[src/rtl/time_counter.sv]
// 24-hour BCD time-of-day counter (00:00..23:59) with minute increment,
// validated parallel load, and registered day-wrap / load-error pulses.
module time_counter (
   input  logic       clock,
   input  logic       reset,
   input  logic       one_minute,
   input  logic       load_new_c,
   input  logic [3:0] new_current_time_ms_hr,
   input  logic [3:0] new_current_time_ls_hr,
   input  logic [3:0] new_current_time_ms_min,
   input  logic [3:0] new_current_time_ls_min,
   output logic [3:0] current_time_ms_hr,
   output logic [3:0] current_time_ls_hr,
   output logic [3:0] current_time_ms_min,
   output logic [3:0] current_time_ls_min,
   output logic       day_wrap,
   output logic       load_error
);

   typedef struct packed {
      logic [3:0] ms_hr;
      logic [3:0] ls_hr;
      logic [3:0] ms_min;
      logic [3:0] ls_min;
   } bcd_time_t;

   bcd_time_t time_q, time_d, time_inc, time_new;
   logic      day_wrap_q, day_wrap_d;
   logic      load_error_q, load_error_d;
   logic      load_valid;
   logic      at_end_of_day;

   assign time_new = '{ms_hr:  new_current_time_ms_hr,
                       ls_hr:  new_current_time_ls_hr,
                       ms_min: new_current_time_ms_min,
                       ls_min: new_current_time_ls_min};

   always_comb begin
      load_valid = (time_new.ms_hr  <= 4'd2) &&
                   (time_new.ls_hr  <= 4'd9) &&
                   (time_new.ms_min <= 4'd5) &&
                   (time_new.ls_min <= 4'd9) &&
                   !((time_new.ms_hr == 4'd2) && (time_new.ls_hr > 4'd3));
   end

   // Ripple carry through the four digits; the hour pair wraps at 23.
   always_comb begin
      time_inc      = time_q;
      at_end_of_day = 1'b0;
      if (time_q.ls_min != 4'd9) begin
         time_inc.ls_min = time_q.ls_min + 4'd1;
      end else begin
         time_inc.ls_min = 4'd0;
         if (time_q.ms_min != 4'd5) begin
            time_inc.ms_min = time_q.ms_min + 4'd1;
         end else begin
            time_inc.ms_min = 4'd0;
            if ((time_q.ms_hr == 4'd2) && (time_q.ls_hr == 4'd3)) begin
               time_inc.ms_hr = 4'd0;
               time_inc.ls_hr = 4'd0;
               at_end_of_day  = 1'b1;
            end else if (time_q.ls_hr == 4'd9) begin
               time_inc.ls_hr = 4'd0;
               time_inc.ms_hr = time_q.ms_hr + 4'd1;
            end else begin
               time_inc.ls_hr = time_q.ls_hr + 4'd1;
            end
         end
      end
   end

   // Load wins over the minute strobe, even when the load is rejected.
   always_comb begin
      time_d       = time_q;
      day_wrap_d   = 1'b0;
      load_error_d = 1'b0;
      if (load_new_c) begin
         if (load_valid) time_d       = time_new;
         else            load_error_d = 1'b1;
      end else if (one_minute) begin
         time_d     = time_inc;
         day_wrap_d = at_end_of_day;
      end
   end

   always_ff @(posedge clock or posedge reset) begin
      if (reset) begin
         time_q       <= '0;
         day_wrap_q   <= 1'b0;
         load_error_q <= 1'b0;
      end else begin
         time_q       <= time_d;
         day_wrap_q   <= day_wrap_d;
         load_error_q <= load_error_d;
      end
   end

   assign current_time_ms_hr  = time_q.ms_hr;
   assign current_time_ls_hr  = time_q.ls_hr;
   assign current_time_ms_min = time_q.ms_min;
   assign current_time_ls_min = time_q.ls_min;
   assign day_wrap            = day_wrap_q;
   assign load_error          = load_error_q;

endmodule

[config.mk]
export PLATFORM = sky130hd
export DESIGN_NAME = time_counter
export DESIGN_NICKNAME = d
export VERILOG_FILES = /design/src/rtl/time_counter.sv
export SDC_FILE = /design/constraint.sdc
export NUM_CORES = 1
export LEC_CHECK = 0
export ABC_AREA = 1
export ABC_CLOCK_PERIOD_IN_PS = 3200
export CAP_MARGIN = 20
export CORE_MARGIN = 2
export CORE_UTILIZATION = 50
export DETAILED_ROUTE_END_ITERATION = 6
export GPL_TIMING_DRIVEN = 0
export HOLD_SLACK_MARGIN = 0.05
export PLACE_DENSITY = 0.84
export SYNTH_ARGS = -nofsm -noshare
export SYNTH_HDL_FRONTEND = slang
export SYNTH_SLANG_ARGS = --single-unit
[constraint.sdc]
create_clock -name clock -period 3.2 [get_ports clock]
set_input_delay 0.64 -clock clock [delete_from_list [all_inputs] [get_ports clock]]
set_output_delay 0.64 -clock clock [all_outputs]
set_load 0.1 [all_outputs]
* Yosys cells after proc, flatten, opt, wreduce, memory -nomap -nowiden
Cells that the tools add are included.
** Cells by class
- $add $sub $neg :: 4
- Order comparisons :: 5
- Equality and inequality tests :: 9
- Multiplexer cells :: 17
- Reduce and logical (&&, ||, !) cells :: 13
** Operator list (number)
- $mux 16 :: 3
- $add 4x1->4 const B :: 4
- $mux 4 :: 4
- $mux 8 :: 2
- $eq 4x2->1 const B :: 3
- $mux 12 :: 1
- $le 4x4->1 const B :: 2
- $mux 1 :: 7
- $logic_and 1x1->1 :: 6
- $reduce_and 5->1 :: 1
- $eq 4x4->1 const B :: 1
- $gt 4x2->1 const B :: 1
- $le 4x2->1 const B :: 1
- $le 4x3->1 const B :: 1
- $ne 2x2->1 const B :: 2
- $ne 4x3->1 const B :: 1
- $ne 4x4->1 const B :: 1
- $reduce_and 4->1 :: 1
- $reduce_and 3->1 :: 1
- $reduce_bool 3->1 :: 1
- $ne 2x1->1 const B :: 1
- $reduce_and 2->1 :: 1
- $reduce_bool 2->1 :: 1
- $logic_not 1->1 :: 1
** Word-level totals
- Register bits after elaboration :: 18
- Input port bits :: 20
- Output and inout bits :: 18
- Word-level logic and storage cells :: 54

* Depth between registers and ports, before layout
- Word-level depth :: 7
- Mapped depth :: 11
- Mapped depth without buffers :: 11

* Worst setup path after synthesis
OpenSTA, ideal clock, no wires.
- Path kind :: register to register
- From :: register time_q, in the netlist current_time_ls_hr[0]
- To :: register time_q, in the netlist current_time_ms_hr[2]
- Setup time :: 123 ps
- Arrival :: 1938 ps
- Required time :: 3077 ps
- Slack :: 1139 ps
- Stages on the path, launching flop included :: 11
- Buffers on the path :: 0
- Period minus slack after synthesis :: 2061 ps
- Cell sequence :: dfrtp_1 > ha_1 > nand2_1 > inv_1 > nand3_2 > nand3_1 > nand2_1 > inv_2 > nand3_2 > nand2_1 > nand2_1
** On the way
- Word-level cells in the longest chain between the ends :: 7
- Elaborated cells between the ends (all ways) :: 10
- Classes of those cells :: eq/ne (2); mux (5); reduce/logical (3)
** RTL lines
- start, declared :: line 27 : bcd_time_t time_q, time_d, time_inc, time_new;
- start signal, assigned :: line 92 : time_q <= time_d;
- $eq 4x2->1 :: line 58 : if ((time_q.ms_hr == 4'd2) && (time_q.ls_hr == 4'd3)) begin
- $logic_and 1x1->1 :: line 58
- $mux 8 :: line 58
- $mux 8 :: line 54 : if (time_q.ms_min != 4'd5) begin
- $mux 12 :: line 50 : if (time_q.ls_min != 4'd9) begin
- $mux 16 :: line 80 : end else if (one_minute) begin
- $mux 16 :: line 77 : if (load_new_c) begin
Several ways; a longest one is shown, not always the timed one. The select of a mux whose other input is x is not followed.
A chain may end at the register's enable or synchronous reset.

* Worst setup path after layout
- From :: register time_q, in the netlist current_time_ls_min[0]
- To :: output current_time_ls_min[0]
** RTL lines
- end, declared :: line 15 : output logic [3:0] current_time_ls_min,
No word-level cell between the ends.

==> out/metrics.cfg <==
[final_layout]
area_growth_pct = 33.4
utilization_pct = 70.1
fin_nets = 256
drive_above_1_share_pct = 7.83
n_antenna_cell = 0
fill_cells = 223

[clock_network]
cts_hold_buf = 0
cts.path.max_buffers = 2
cts_tree = built
cts_setup_buffers = 0
clock_latency_ps = 300
clock_sinks = 18
clkTransAtPathRegs_ps = 100
h-tree-depth = 1
cts_made_buffers = 3
clockRootBuffer = clkbuf_4
cts_resized = 0

[timing]
worst_pin_slew_ps = 976
finClkSkew_ps = 8.38
fmax_ghz = 0.382
setup_viol = 0
slew_headroom_pct = 34.8
rsz0062_at_grt = no
min_period_ps = 2620
setup_slack_ps = 584
fin_tns_setup_ps = 0
slew_viol_final = 0
final_hold_viol_count = 0
post-route-period-util_pct = 81.8

[route]
detail-route-antenna-nets = 0
vias = 1396
wl_per_cell_um = 12.3
wl_met2_um = 1580
met1_length_um = 1400
wl_met3_um = 176
drc_errors = 0
viasPerCell = 5.37
drt-total-wl_um = 3190
drt-initial-drc-count = 54
dr.pass1.iters = 4
top_layer = met4

[synthesis]
netlist_instances = 190
synth_area_leaders = dfrtp_1 35%, nand2_1 21%, nand3_1 7.4%
yosysTopAreaCellShare_pct = 34.9
synth-edff-count = 0
synthTopCellsByCount = 71 x nand2_1, 20 x inv_1, 19 x nand3_1
synth_seq_cells = 18
yosysSeqAreaShare_pct = 34.9
synth_top_area_cell = dfrtp_1
syn_area_um2 = 1290
synth_most_common_cell = nand2_1
synth_top_flop_cell = dfrtp_1
synth.distinct_cells = 23
ys_async_sr_fraction_pct = 100
avgSynthCellArea_um2 = 6.79
yosysWarnings = 0
syn-num-nets = 214

[worst_setup_path]
crit_family = buffers and inverters
path_buf_inv = 1
worstSetupPathType = reg -> out
critPathMaxFanout = 8
worstPathCellList = clkdlybuf4s50_1
regToRegStartpoint = current_time_ls_hr[0]
arrival_ps = 1980
reg2reg_slack_ps = 1600
max_stage_delay_ps = 1180
crit_required_ps = 2560
cp-end-kind = output pin
worst_setup_path_start_kind = register
slowest_stage = clkdlybuf4s50_1
worstSetupStartpoint = current_time_ls_min[0]

[global_routing]
track_usage_pct = 23.3
grt_pass1_wl_um = 5090
grt-ovfl-total = 0
antenna_found_initial = 0
grt_pass1_vias = 1207
grt_max_degree = 19

[pwr]
peakVddDrop_mv = 0.619
total_power_mw = 1.04
leakagePower_nw = 0.883
power_density_nw_per_um2 = 602

[die]
die_y_um = 54.8
fp.coreArea_um2 = 2450
die-area_um2 = 3000
fp-row-count = 18
ioPinCount = 38
die_w_um = 54.8
initial_utilization_pct = 52.5

[placement]
gp_congestion = 0.858
portBuffers = 37
post-dp-hpwl_um = 2380
pre_cts_slack_ps = 930

[min_path]
min_from = current_time_ls_min[2]
hold_class = reg -> reg

[job]
max-cap-violations = 0

[status]
status = complete, no violations

-- flip-flops by register name, indices dropped and copies added (netlist names) --
register             flops
load_error               1
current_time_ls_min      4
current_time_ms_min      4
current_time_ms_hr       4
day_wrap                 1
current_time_ls_hr       4
-- area by class of cell --
type	instances	area (um2)	area share (%)
multi-input cells	146	731	42.5
flip-flops and latches	18	450	26.2
repair buffers	37	370	21.5
inverters	22	82.6	4.80
well taps	30	37.5	2.18
plain buffers	4	26.3	1.53
clock buffers	3	22.5	1.31
-- stage by stage --
step	hold slack [ps]	instance area, um2	cells
floorplan	579	1290	190
global placement	517	1700	257
detailed placement	527	1700	257
CTS	545	1720	260
global route	601	1720	260
finish	558	1720	260
-- worst reg2reg max path, delay by kind of cell (launching register included) --
| family | cells | cell delay [ps] |
|---|---|---|
| adders and majority gates | 1 | 230 |
| DFF | 1 | 480 |
| and+or+nand+nor | 7 | 640 |
| buffers and inverters | 2 | 150 |
-- worst paths after layout --
kind                                     endpoint  depth (start not counted)
max                        current_time_ls_min[0]                          1
min                        current_time_ls_min[2]                          2
max reg2reg                 current_time_ms_hr[1]                         10
min reg2reg                current_time_ls_min[2]                          2
max in group asynchronous   current_time_ms_hr[3]                          2
min in group asynchronous   current_time_ls_hr[2]                          2
-- power breakdown --
| group | switching (mW) | internal (mW) |
|---|---|---|
| registers | 0.0648 | 0.267 |
| clock network | 0.0702 | 0.0439 |
| logic | 0.433 | 0.156 |
-- layer usage --
layer  vias up  track usage [%]
met5         -                0
met3         5             3.01
met2        51             41.9
li1        700                -
met1       640             28.0
met4         0             8.75
-- layout by cell type (no fill, tap or decap), types with 4 or more instances in the layout --
cell	instances
inv_1	20
nand2_1	71
ha_1	4
clkdlybuf4s50_1	37
o21ai_1	6
nor2_1	10
dfrtp_1	18
nand3_1	19
nand4_1	11
o21ai_0	5
-- cells by family after synthesis --
logic type	after synthesis	synth area share (%)
DFF	18	34.9
and+or+nand+nor	120	42.0
buffers and inverters	26	8.44
xor gates and xnor gates	3	2.04
AOI/OAI and AO/OA	17	7.18
adders and majority gates	4	3.88
muxes	2	1.55
Power figures use the tool's default switching activity.
